===== config.mk =====
export PLATFORM = sky130hd
export DESIGN_NAME = nes_mem_arbiter
export DESIGN_NICKNAME = d
export VERILOG_FILES = /design/src/rtl/nes_mem_arbiter.sv
export SDC_FILE = /design/constraint.sdc
export NUM_CORES = 1
export LEC_CHECK = 0
export CORE_MARGIN = 2
export CORE_UTILIZATION = 47
export DETAILED_ROUTE_END_ITERATION = 10
export GPL_ROUTABILITY_DRIVEN = 1
export PLACE_DENSITY = 0.78
export SLEW_MARGIN = 20
export SYNTH_ARGS = -nofsm -noshare
export SYNTH_HDL_FRONTEND = slang
export SYNTH_SLANG_ARGS = --single-unit

===== constraint.sdc =====
create_clock -name clk -period 8.9 [get_ports clk]
set_clock_uncertainty 0.1 [all_clocks]
set_input_delay 1.78 -clock clk [delete_from_list [all_inputs] [get_ports clk]]
set_output_delay 1.78 -clock clk [all_outputs]
set_load 0.03 [all_outputs]

===== src/rtl/nes_mem_arbiter.sv =====
// Slot-based arbiter feeding the SDRAM controller: loader FIFO writes, CPU reads/writes, PPU reads.
// Define ARB_ROUND_ROBIN_EN to alternate CPU/PPU on ties; otherwise the CPU always beats the PPU.
module nes_mem_arbiter #(
    parameter int ADDR_W      = 25,
    parameter int SLOT_CYCLES = 16,
    parameter int FIFO_DEPTH  = 4
) (
    input  logic              clk,
    input  logic              reset,
    input  logic              clkref,
    input  logic              dl_wr,
    input  logic [ADDR_W-1:0] dl_addr,
    input  logic [7:0]        dl_data,
    output logic              dl_full,
    output logic              dl_overflow,
    input  logic              cpu_req,
    input  logic              cpu_we,
    input  logic [ADDR_W-1:0] cpu_addr,
    input  logic [7:0]        cpu_din,
    output logic              cpu_busy,
    output logic              cpu_ack,
    output logic [7:0]        cpu_dout,
    input  logic              ppu_req,
    input  logic [ADDR_W-1:0] ppu_addr,
    output logic              ppu_busy,
    output logic              ppu_ack,
    output logic [7:0]        ppu_dout,
    output logic [ADDR_W-1:0] mem_addr,
    output logic              mem_we,
    output logic [7:0]        mem_din,
    output logic              mem_oeA,
    output logic              mem_oeB,
    input  logic [7:0]        mem_doutA,
    input  logic [7:0]        mem_doutB
);
    localparam int PW = $clog2(FIFO_DEPTH);
    localparam int CW = $clog2(SLOT_CYCLES);
    localparam logic [CW-1:0] CNT_LAST = CW'(SLOT_CYCLES - 1);
    localparam logic [CW-1:0] CNT_DONE = CW'(SLOT_CYCLES - 2);
    localparam logic [PW:0]   CNT_FULL = (PW + 1)'(FIFO_DEPTH);

    typedef enum logic [1:0] {GRANT_NONE, GRANT_LOADER, GRANT_CPU, GRANT_PPU} grant_e;

    logic [ADDR_W-1:0] fifo_addr [FIFO_DEPTH];
    logic [7:0]        fifo_data [FIFO_DEPTH];

    logic              clkref_d_q;
    logic [PW-1:0]     wr_ptr_q, wr_ptr_d, rd_ptr_q, rd_ptr_d;
    logic [PW:0]       count_q, count_d;
    logic              dl_full_q, dl_full_d, dl_overflow_q, dl_overflow_d;
    logic              cpu_busy_q, cpu_busy_d, cpu_we_q, cpu_we_d;
    logic [ADDR_W-1:0] cpu_addr_q, cpu_addr_d, ppu_addr_q, ppu_addr_d;
    logic [7:0]        cpu_din_q, cpu_din_d;
    logic              ppu_busy_q, ppu_busy_d;
    logic              cpu_ack_q, cpu_ack_d, ppu_ack_q, ppu_ack_d;
    logic [7:0]        cpu_dout_q, cpu_dout_d, ppu_dout_q, ppu_dout_d;
    grant_e            grant_q, grant_d;
    logic [CW-1:0]     slot_cnt_q, slot_cnt_d;
    logic [ADDR_W-1:0] mem_addr_q, mem_addr_d;
    logic [7:0]        mem_din_q, mem_din_d;
    logic              mem_we_q, mem_we_d, mem_oea_q, mem_oea_d, mem_oeb_q, mem_oeb_d;

    logic slot_start, push, pop, complete, pick_cpu;

`ifdef ARB_ROUND_ROBIN_EN
    // Set when the CPU owns the next CPU/PPU tie; reset 0 hands the first tie to the PPU.
    logic last_cpu_q, last_cpu_d;
    assign pick_cpu = ~ppu_busy_q | last_cpu_q;
`else
    assign pick_cpu = 1'b1;
`endif

    always_comb begin
        slot_start = clkref & ~clkref_d_q;
        push       = dl_wr & ~dl_full_q;
        pop        = slot_start & (count_q != '0);
        // A new slot edge wins over completion: the old grant is abandoned and stays pending.
        complete   = ~slot_start & (slot_cnt_q == CNT_DONE);

        wr_ptr_d      = push ? wr_ptr_q + 1'b1 : wr_ptr_q;
        rd_ptr_d      = pop  ? rd_ptr_q + 1'b1 : rd_ptr_q;
        count_d       = count_q;
        if (push && !pop) count_d = count_q + 1'b1;
        if (pop && !push) count_d = count_q - 1'b1;
        dl_full_d     = (count_d == CNT_FULL);
        dl_overflow_d = dl_overflow_q | (dl_wr & dl_full_q);

        cpu_busy_d = cpu_busy_q;
        cpu_we_d   = cpu_we_q;
        cpu_addr_d = cpu_addr_q;
        cpu_din_d  = cpu_din_q;
        if (cpu_req && !cpu_busy_q) begin
            cpu_busy_d = 1'b1;
            cpu_we_d   = cpu_we;
            cpu_addr_d = cpu_addr;
            cpu_din_d  = cpu_din;
        end
        ppu_busy_d = ppu_busy_q;
        ppu_addr_d = ppu_addr_q;
        if (ppu_req && !ppu_busy_q) begin
            ppu_busy_d = 1'b1;
            ppu_addr_d = ppu_addr;
        end

        grant_d    = grant_q;
        slot_cnt_d = (slot_cnt_q == CNT_LAST) ? slot_cnt_q : slot_cnt_q + 1'b1;
        mem_addr_d = mem_addr_q;
        mem_din_d  = mem_din_q;
        mem_we_d   = mem_we_q;
        mem_oea_d  = mem_oea_q;
        mem_oeb_d  = mem_oeb_q;
`ifdef ARB_ROUND_ROBIN_EN
        last_cpu_d = last_cpu_q;
`endif

        if (slot_start) begin
            slot_cnt_d = '0;
            mem_we_d   = 1'b0;
            mem_oea_d  = 1'b0;
            mem_oeb_d  = 1'b0;
            if (count_q != '0) begin
                grant_d    = GRANT_LOADER;
                mem_we_d   = 1'b1;
                mem_addr_d = fifo_addr[rd_ptr_q];
                mem_din_d  = fifo_data[rd_ptr_q];
            end else if (cpu_busy_q && pick_cpu) begin
                grant_d    = GRANT_CPU;
                mem_addr_d = cpu_addr_q;
                mem_we_d   = cpu_we_q;
                mem_oea_d  = ~cpu_we_q;
                if (cpu_we_q) mem_din_d = cpu_din_q;
`ifdef ARB_ROUND_ROBIN_EN
                last_cpu_d = 1'b0;
`endif
            end else if (ppu_busy_q) begin
                grant_d    = GRANT_PPU;
                mem_addr_d = ppu_addr_q;
                mem_oeb_d  = 1'b1;
`ifdef ARB_ROUND_ROBIN_EN
                last_cpu_d = 1'b1;
`endif
            end else begin
                grant_d = GRANT_NONE;
            end
        end

        cpu_ack_d  = complete & (grant_q == GRANT_CPU);
        ppu_ack_d  = complete & (grant_q == GRANT_PPU);
        cpu_dout_d = (cpu_ack_d && mem_oea_q) ? mem_doutA : cpu_dout_q;
        ppu_dout_d = ppu_ack_d ? mem_doutB : ppu_dout_q;
        if (cpu_ack_d) cpu_busy_d = 1'b0;
        if (ppu_ack_d) ppu_busy_d = 1'b0;
    end

    // NOTE: FIFO storage has no reset; the pointers and count alone decide which entries are valid.
    always_ff @(posedge clk) begin
        if (push) begin
            fifo_addr[wr_ptr_q] <= dl_addr;
            fifo_data[wr_ptr_q] <= dl_data;
        end
    end

    always_ff @(posedge clk or posedge reset) begin
        if (reset) begin
            clkref_d_q    <= 1'b0;
            wr_ptr_q      <= '0;
            rd_ptr_q      <= '0;
            count_q       <= '0;
            dl_full_q     <= 1'b0;
            dl_overflow_q <= 1'b0;
            cpu_busy_q    <= 1'b0;
            cpu_we_q      <= 1'b0;
            cpu_addr_q    <= '0;
            cpu_din_q     <= '0;
            ppu_busy_q    <= 1'b0;
            ppu_addr_q    <= '0;
            cpu_ack_q     <= 1'b0;
            ppu_ack_q     <= 1'b0;
            cpu_dout_q    <= '0;
            ppu_dout_q    <= '0;
            grant_q       <= GRANT_NONE;
            slot_cnt_q    <= CNT_LAST;
            mem_addr_q    <= '0;
            mem_din_q     <= '0;
            mem_we_q      <= 1'b0;
            mem_oea_q     <= 1'b0;
            mem_oeb_q     <= 1'b0;
        end else begin
            clkref_d_q    <= clkref;
            wr_ptr_q      <= wr_ptr_d;
            rd_ptr_q      <= rd_ptr_d;
            count_q       <= count_d;
            dl_full_q     <= dl_full_d;
            dl_overflow_q <= dl_overflow_d;
            cpu_busy_q    <= cpu_busy_d;
            cpu_we_q      <= cpu_we_d;
            cpu_addr_q    <= cpu_addr_d;
            cpu_din_q     <= cpu_din_d;
            ppu_busy_q    <= ppu_busy_d;
            ppu_addr_q    <= ppu_addr_d;
            cpu_ack_q     <= cpu_ack_d;
            ppu_ack_q     <= ppu_ack_d;
            cpu_dout_q    <= cpu_dout_d;
            ppu_dout_q    <= ppu_dout_d;
            grant_q       <= grant_d;
            slot_cnt_q    <= slot_cnt_d;
            mem_addr_q    <= mem_addr_d;
            mem_din_q     <= mem_din_d;
            mem_we_q      <= mem_we_d;
            mem_oea_q     <= mem_oea_d;
            mem_oeb_q     <= mem_oeb_d;
        end
    end

`ifdef ARB_ROUND_ROBIN_EN
    always_ff @(posedge clk or posedge reset) begin
        if (reset) last_cpu_q <= 1'b0;
        else       last_cpu_q <= last_cpu_d;
    end
`endif

    assign dl_full     = dl_full_q;
    assign dl_overflow = dl_overflow_q;
    assign cpu_busy    = cpu_busy_q;
    assign cpu_ack     = cpu_ack_q;
    assign cpu_dout    = cpu_dout_q;
    assign ppu_busy    = ppu_busy_q;
    assign ppu_ack     = ppu_ack_q;
    assign ppu_dout    = ppu_dout_q;
    assign mem_addr    = mem_addr_q;
    assign mem_we      = mem_we_q;
    assign mem_din     = mem_din_q;
    assign mem_oeA     = mem_oea_q;
    assign mem_oeB     = mem_oeb_q;
endmodule


Word-level counts from Yosys, hierarchy flattened

Memories as Yosys holds them, arrays and structs flattened.
Cells that the tools add are included.
Widths: inputs -> output; s select.

Mux-type cells: 26
Add/sub/neg operators: 5
Equal/unequal tests: 6
Bitwise logic cells: 12
Reduce and logical (&&, ||, !) cells: 17

Operators with widths:

| kind                | count |
|---|---|
| $mux 25             | 3 |
| $mux 8              | 3 |
| $mux 1              | 13 |
| $eq 4x4->1 const B  | 2 |
| $mux 4              | 2 |
| $reduce_bool 2->1   | 4 |
| $and 1x1->1         | 7 |
| $mux 2              | 3 |
| $mux 3              | 2 |
| $reduce_bool 3->1   | 2 |
| $logic_and 1x1->1   | 5 |
| $add 2x1->2 const B | 2 |
| $add 4x1->4 const B | 1 |
| $eq 2x2->1 const B  | 2 |
| $logic_not 1->1     | 4 |
| $not 1->1           | 4 |
| $add 3x1->3 const B | 1 |
| $eq 3x3->1 const B  | 1 |
| $reduce_and 3->1    | 1 |
| $sub 3x1->3 const B | 1 |
| $ne 2x2->1 const B  | 1 |
| $reduce_and 2->1    | 1 |
| $or 1x1->1          | 1 |

Memories: 2
Register bits after elaboration: 131
Memory bits (writable): 132
Input port bits: 114
Output and inout bits: 58

Memories:

| name      | words | width | read ports | clocked after Yosys merged registers in | write ports | line | RTL |
|---|---|---|---|---|---|---|---|
| fifo_addr | 4     | 25    | 1          | 0                                       | 1           | 44   | `logic [ADDR_W-1:0] fifo_addr [FIFO_DEPTH];` |
| fifo_data | 4     | 8     | 1          | 0                                       | 1           | 45   | `logic [7:0] fifo_data [FIFO_DEPTH];` |

Depth between registers and ports, before layout

Gate-level depths: netlist of run 1.

Depth after elaboration: 8
Mapped depth: 9
Gate-level depth less buffers: 6

Worst setup path after synthesis of run 1

OpenSTA, ideal clock, no wires.

Path kind: input to register
From: in dl_wr
To: mem fifo_addr[0][0] (enable)
Required time: 8407 ps
Slack: 5527 ps
Stages: 3
Data arrival time: 2880 ps
Path through: nor2b_1 buf_4 and2_1

Longest elaborated chain between the ends: 3

RTL lines:

| what                         | line | RTL |
|---|---|---|
| start: declaration           | 11   | `input logic dl_wr,` |
| $and 1x1->1                  | 75   | `push = dl_wr & ~dl_full_q;` |
| $mux 1                       | 157  | `if (push) begin` |
| $mux 1 (not written as such) | 158  | `fifo_addr[wr_ptr_q] <= dl_addr;` |
| end: declaration             | 44   |  |

Every way passes these cells.

Final worst setup path of run 1

From: reg cpu_busy_q, in the netlist cpu_busy
To: out cpu_busy

RTL lines:

| what                     | line | RTL |
|---|---|---|
| start: declaration       | 51   | `logic cpu_busy_q, cpu_busy_d, cpu_we_q, cpu_we_d;` |
| start signal: assignment | 195  | `cpu_busy_q <= cpu_busy_d;` |
| end: declaration         | 20   | `output logic cpu_busy,` |

No word-level cell between the ends.

==> impl_metrics.tcl, run 1 <==
set metrics [dict create \
    post-route-min-period_ns 4.24 \
    drive_gt1_share_pct 20.2 \
    endpoint_kind "output pin" \
    area_delta_synth_final_pct 27.0 \
    synth_compound_area_share_pct 4.67 \
    grt_pass1_wl_mm 34.7 \
    slowest_delay_ns 0.99 \
    crit_chain "clkdlybuf4s50_1" \
    vias_per_cell 5.25 \
    cts_htree_levels 1 \
    synth_top_family_by_area "multiplexers" \
    path_class "flop to output pin" \
    clock_path_buffers 3 \
    synth-edff-count 132 \
    dr.pass1.iters 4 \
    grt_use_total_pct 18.9 \
    hold_path_class "flop to flop" \
    syn_area_sq_um 10500 \
    cp_data_arrival_time_ns 2.36 \
    synth_area_leaders "edfxtp_1 (38%), dfrtp_1 (30%), mux2_2 (8.1%), mux4_2 (7.1%), nand2_1 (2.5%)" \
    antenna_found_initial 2 \
    mappedNetlistNets 772 \
    crit_slowest_cell "dfrtp_2" \
    setup_tns_ns 0 \
    ctsResizeCount 0 \
    die_h_um 153 \
    ctsHoldBuffers 0 \
    fin_nets 945 \
    critPathBufInv 1 \
    worst_pin_slew_ns 1.05 \
    grt_start_max_net_pins 93 \
    placementRows 54 \
    worst_ep_required_time_ns 7.02 \
    ys_seq_area_share_pct 69.2 \
    worst_setup_path_start_kind "flop" \
    overflow 0 \
    drc 0 \
    yosysMostFrequentCell "edfxtp_1" \
    synthSimpleGateAreaFrac_pct 4.79 \
    vdd_drop_max_v 0.000142 \
    yosysTopAreaCell "edfxtp_1" \
    synthAdderAreaFrac_pct 1.07 \
    postRouteAntennaNets 0 \
    cp_max_fo 32 \
    synthTopCellsByCount "edfxtp_1 (132), dfrtp_1 (127), mux2_2 (75), nand2_1 (70), o21ai_0 (35)" \
    power.total_mw 3.95 \
    slew_violations 0 \
    fmax_mhz 236 \
    cts_sinks 263 \
    port_buffers 171 \
    cts_root_buffer "clkbuf_16" \
    finalCritPeriodShare_pct 47.7 \
    dp.final_hpwl_mm 14.9 \
    critPathTopFamily "flip-flops" \
    avgSynthCellArea_sq_um 16.1 \
    slew_headroom_pct 30.0 \
    postSynthCellCount 649 \
    powerDensity_nw_per_um2 297 \
    die_w_um 153 \
    status "finished clean" \
    drt_iter0_drc 386 \
    io_pins 172 \
    hold_viol_final 0 \
    p_leak_nw 5.21 \
    clk_pin_slew_worst_paths_ns 0.06 \
    finalSetupViolations 0 \
    vias 5906 \
    initial_core_util_pct 48.0 \
    max-cap-violations 0 \
    core_area_sq_um 21800 \
    finalWirelength_mm 22.4 \
    rsz0062_at_grt "no" \
    cts_tree "yes" \
    synth_top_area_share_pct 37.8 \
    postCtsSetupRepairBufs 0 \
    async_flop_share_pct 49.8 \
    ys_ff_latch 263 \
    die_area_sq_um 23500 \
    synth-main-ff-cell "edfxtp_1" \
    synthXorXnorAreaFrac_pct 0.418 \
    routedWlPerCell_um 19.9 \
    grt_pass1_vias 6147 \
    ys_types 44 \
    clock_latency_ns 0.54 \
    gp_congestion 0.861 \
    synthMuxAreaShare_pct 17.5 \
    numCtsBuffers 27 \
    yosys_warnings 0 \
]
## sequential cells by signal, summed over array words and instances (netlist names), 3 cells and up
register	flops
cpu_dout	8
cpu_din_q	8
fifo_addr	100
count_q	3
mem_addr	25
fifo_data	32
ppu_dout	8
mem_din	8
ppu_addr_q	25
slot_cnt_q	4
cpu_addr_q	25
## through the flow
stage	utilization (%)	instances	hold WS (ns)	instance area, sq um	setup WS (ns)
2_1_floorplan	-	649	0.349	10500	3.53
3_3_place_gp	56.9	1073	0.344	12400	4.95
3_5_place_dp	56.9	1073	0.355	12400	4.90
4_1_cts	60.9	1123	0.369	13300	4.62
5_1_grt	61.0	1124	0.396	13300	4.59
6_report	61.0	1125	0.367	13300	4.66
## worst paths after layout
path	startpoint	end	depth (start not counted)	slack [ns]
max	cpu_busy$_DFFE_PP0P_	cpu_busy	1	4.66
min	dl_overflow$_DFF_PP0_	dl_overflow$_DFF_PP0_	1	0.37
max reg2reg	count_q[0]$_DFF_PP0_	dl_full$_DFF_PP0_	6	6.00
min reg2reg	dl_overflow$_DFF_PP0_	dl_overflow$_DFF_PP0_	1	0.37
max in group asynchronous	reset	rd_ptr_q[0]$_DFFE_PP0P_	3	5.95
min in group asynchronous	reset	ppu_addr_q[18]$_DFFE_PP0P_	2	1.70
## cell usage in the layout (no fill, tap or decap), types with 3 or more instances in the layout
master,count
a21oi_1,3
clkinv_2,3
o21ai_0,35
mux4_2,33
nor2_1,9
dfrtp_1,125
bufinv_16,3
nand2b_1,3
buf_4,9
clkdlybuf4s50_1,171
edfxtp_1,132
inv_1,8
o21ai_1,24
mux2i_1,25
o22ai_1,8
clkbuf_16,27
nand3_1,6
dfstp_2,4
clkbuf_1,11
and2_1,6
ha_1,9
o31ai_1,3
mux2_2,75
nand2_1,70
xnor2_1,4
## logic make-up after synthesis
| group | count (synthesis) |
|---|---|
| multiplexers | 133 |
| flip-flops | 263 |
| XOR/XNOR | 5 |
| AND/OR/NAND/NOR | 108 |
| buffers and inverters | 45 |
| adder cells (fa/ha/maj) | 9 |
| AO/OA/AOI/OAI | 86 |
## layer usage
layer	track usage [%]	part of all wire, %	wire [um]	up-vias
li1	-	-	-	2764
met1	26.7	43	9740	2915
met2	29.1	47	10600	187
met3	4.14	6.1	1360	40
met4	6.79	3.5	774	0
met5	0	0	0	-
## report_power, final
group / switching (mW) / total, mW / internal (mW)
clock: 0.455 / 1.12 / 0.669
combinational: 0.595 / 1.09 / 0.500
sequential: 0.163 / 1.73 / 1.56
## layout make-up
cell class / count / area, sq um
sequential: 263 / 7250
clock buffer: 40 / 744
fill: 1592 / 8520
antenna: 2 / 5.00
multi-input combinational: 341 / 3000
inverter: 9 / 38.8
tap: 280 / 350
clock inverter: 10 / 140
timing repair buffer: 180 / 1780
Power figures use the tool's default switching activity.
==> inputs of run 2 (changes only) <==
- PLACE_DENSITY: 0.78 -> 0.81
- clock period: 8.9 -> 3.8 ns (I/O delays scaled with it)
==> run 2 against run 1 <==
- non-clock buffer count is 5 higher
- design area is 0.34% higher
- routed wire length is 3.3% lower
- via count is 0.19% higher
- critical endpoint unchanged
==> impl_metrics.tcl, run 2 (synthesized netlist as in run 1, its figures left out) <==
set metrics [dict create \
    gp_congestion 0.787 \
    powerDensity_nw_per_um2 683 \
    p_leak_nw 5.23 \
    status "finished clean" \
    ctsResizeCount 0 \
    overflow 0 \
    clk_pin_slew_worst_paths_ns 0.06 \
    crit_chain "clkdlybuf4s50_1" \
    worst_pin_slew_ns 0.990 \
    wl_met2_mm 10.6 \
    vias_per_cell 5.26 \
    critPathBufInv 1 \
    crit_slowest_cell "clkdlybuf4s50_1" \
    drt_iter0_drc 499 \
    clock_path_buffers 3 \
    drive_gt1_share_pct 21.3 \
    grt_pass1_wl_mm 34.6 \
    fin_nets 950 \
    finalSetupViolations 0 \
    endpoint_kind "output pin" \
    initial_core_util_pct 48.0 \
    vdd_drop_max_v 0.000464 \
    ctsHoldBuffers 0 \
    cts_root_buffer "clkbuf_16" \
    final_cell_mix "clkdlybuf4s50_1 (171), edfxtp_1 (132), dfrtp_1 (125)" \
    finalWirelength_mm 21.7 \
    die_h_um 153 \
    critPathTopFamily "buffers and inverters" \
    grt_use_total_pct 18.5 \
    core_area_sq_um 21800 \
    area_delta_synth_final_pct 27.4 \
    cts_tree "yes" \
    largest_reg_flops 100 \
    placed_cells 1078 \
    multi_input_area_sq_um 3000 \
    finalCritPeriodShare_pct 69.8 \
    clock_latency_ns 0.54 \
    numCtsBuffers 27 \
    largest_register "fifo_addr" \
    port_buffers 171 \
    slew_violations 0 \
    final-seq-area_sq_um 7250 \
    cts_sinks 263 \
    worst_setup_path_start_kind "flop" \
    layout_commonest_cell "clkdlybuf4s50_1" \
    wl_met3_mm 1.17 \
    path_class "flop to output pin" \
    top_layer "met4" \
    cts_htree_levels 1 \
    die_w_um 153 \
    slew_headroom_pct 33.6 \
    postCtsSetupRepairBufs 0 \
    cp_data_arrival_time_ns 1.79 \
    max-cap-violations 0 \
    post-route-min-period_ns 2.65 \
    grt_pass1_vias 6152 \
    postRouteAntennaNets 0 \
    vias 5917 \
    dp.final_hpwl_mm 14.8 \
    cp_max_fo 11 \
    hold_path_class "flop to flop" \
    reg_top3 "fifo_addr (100), fifo_data (32)" \
    slowest_delay_ns 0.74 \
    drc 0 \
    dr.pass1.iters 7 \
    wl_met1_mm 9.55 \
    fillers 1600 \
    fin_cells 1125 \
    setup_tns_ns 0 \
    fmax_mhz 377 \
    placementRows 54 \
    grt_start_max_net_pins 94 \
    worst_ep_required_time_ns 2.94 \
    hold_viol_final 0 \
    antennaDiodeCount 0 \
    rsz0062_at_grt "no" \
    routedWlPerCell_um 19.3 \
    antenna_found_initial 0 \
    io_pins 172 \
    die_area_sq_um 23500 \
]
==> run 2: layout make-up <==
type | count | share of cell area, %
multi-input combinational | 341 | 22.5
clock buffer | 37 | 5.57
tap | 280 | 2.62
clock inverter | 10 | 0.656
timing repair buffer | 185 | 14.1
inverter | 9 | 0.281
sequential | 263 | 54.3
==> run 2: worst paths after layout <==
kind | startpoint | end | slack [ns] | cells after the start
min | dl_overflow$_DFF_PP0_ | dl_overflow$_DFF_PP0_ | 0.36 | 1
max reg2reg | count_q[0]$_DFF_PP0_ | dl_full$_DFF_PP0_ | 1.44 | 6
max in group asynchronous | reset | rd_ptr_q[0]$_DFFE_PP0P_ | 2.38 | 3
min reg2reg | dl_overflow$_DFF_PP0_ | dl_overflow$_DFF_PP0_ | 0.36 | 1
max | cpu_busy$_DFFE_PP0P_ | cpu_busy | 1.15 | 1
min in group asynchronous | reset | ppu_addr_q[17]$_DFFE_PP0P_ | 0.44 | 2
==> run 2: per-layer routing <==
layer | global-route usage (%) | up-vias
li1 | - | 2769
met1 | 26.6 | 2948
met2 | 30.1 | 172
met3 | 3.32 | 28
met4 | 3.92 | 0
met5 | 0 | -
==> run 2: power by group <==
part	internal (mW)	switching, mW	leakage (nW)	total [mW]
Clock	1.43	1.04	0.413	2.47
Sequential	3.66	0.359	2.83	4.02
Combinational	1.21	1.42	1.99	2.63
==> run 2: per-stage QoR <==
step / cell area, sq um / power (mW) / hold slack, ns / util, % / worst slack [ns]
after floorplan: 10500 / 5.69 / 0.349 / - / 1.32
after global placement: 12500 / 6.65 / 0.339 / 57.4 / 0.708
after detailed placement: 12500 / 6.71 / 0.344 / 57.4 / 0.700
after CTS: 13300 / 9.22 / 0.358 / 61.2 / 1.13
after global routing: 13300 / 9.58 / 0.371 / 61.2 / 1.09
final: 13300 / 9.12 / 0.356 / 61.2 / 1.15
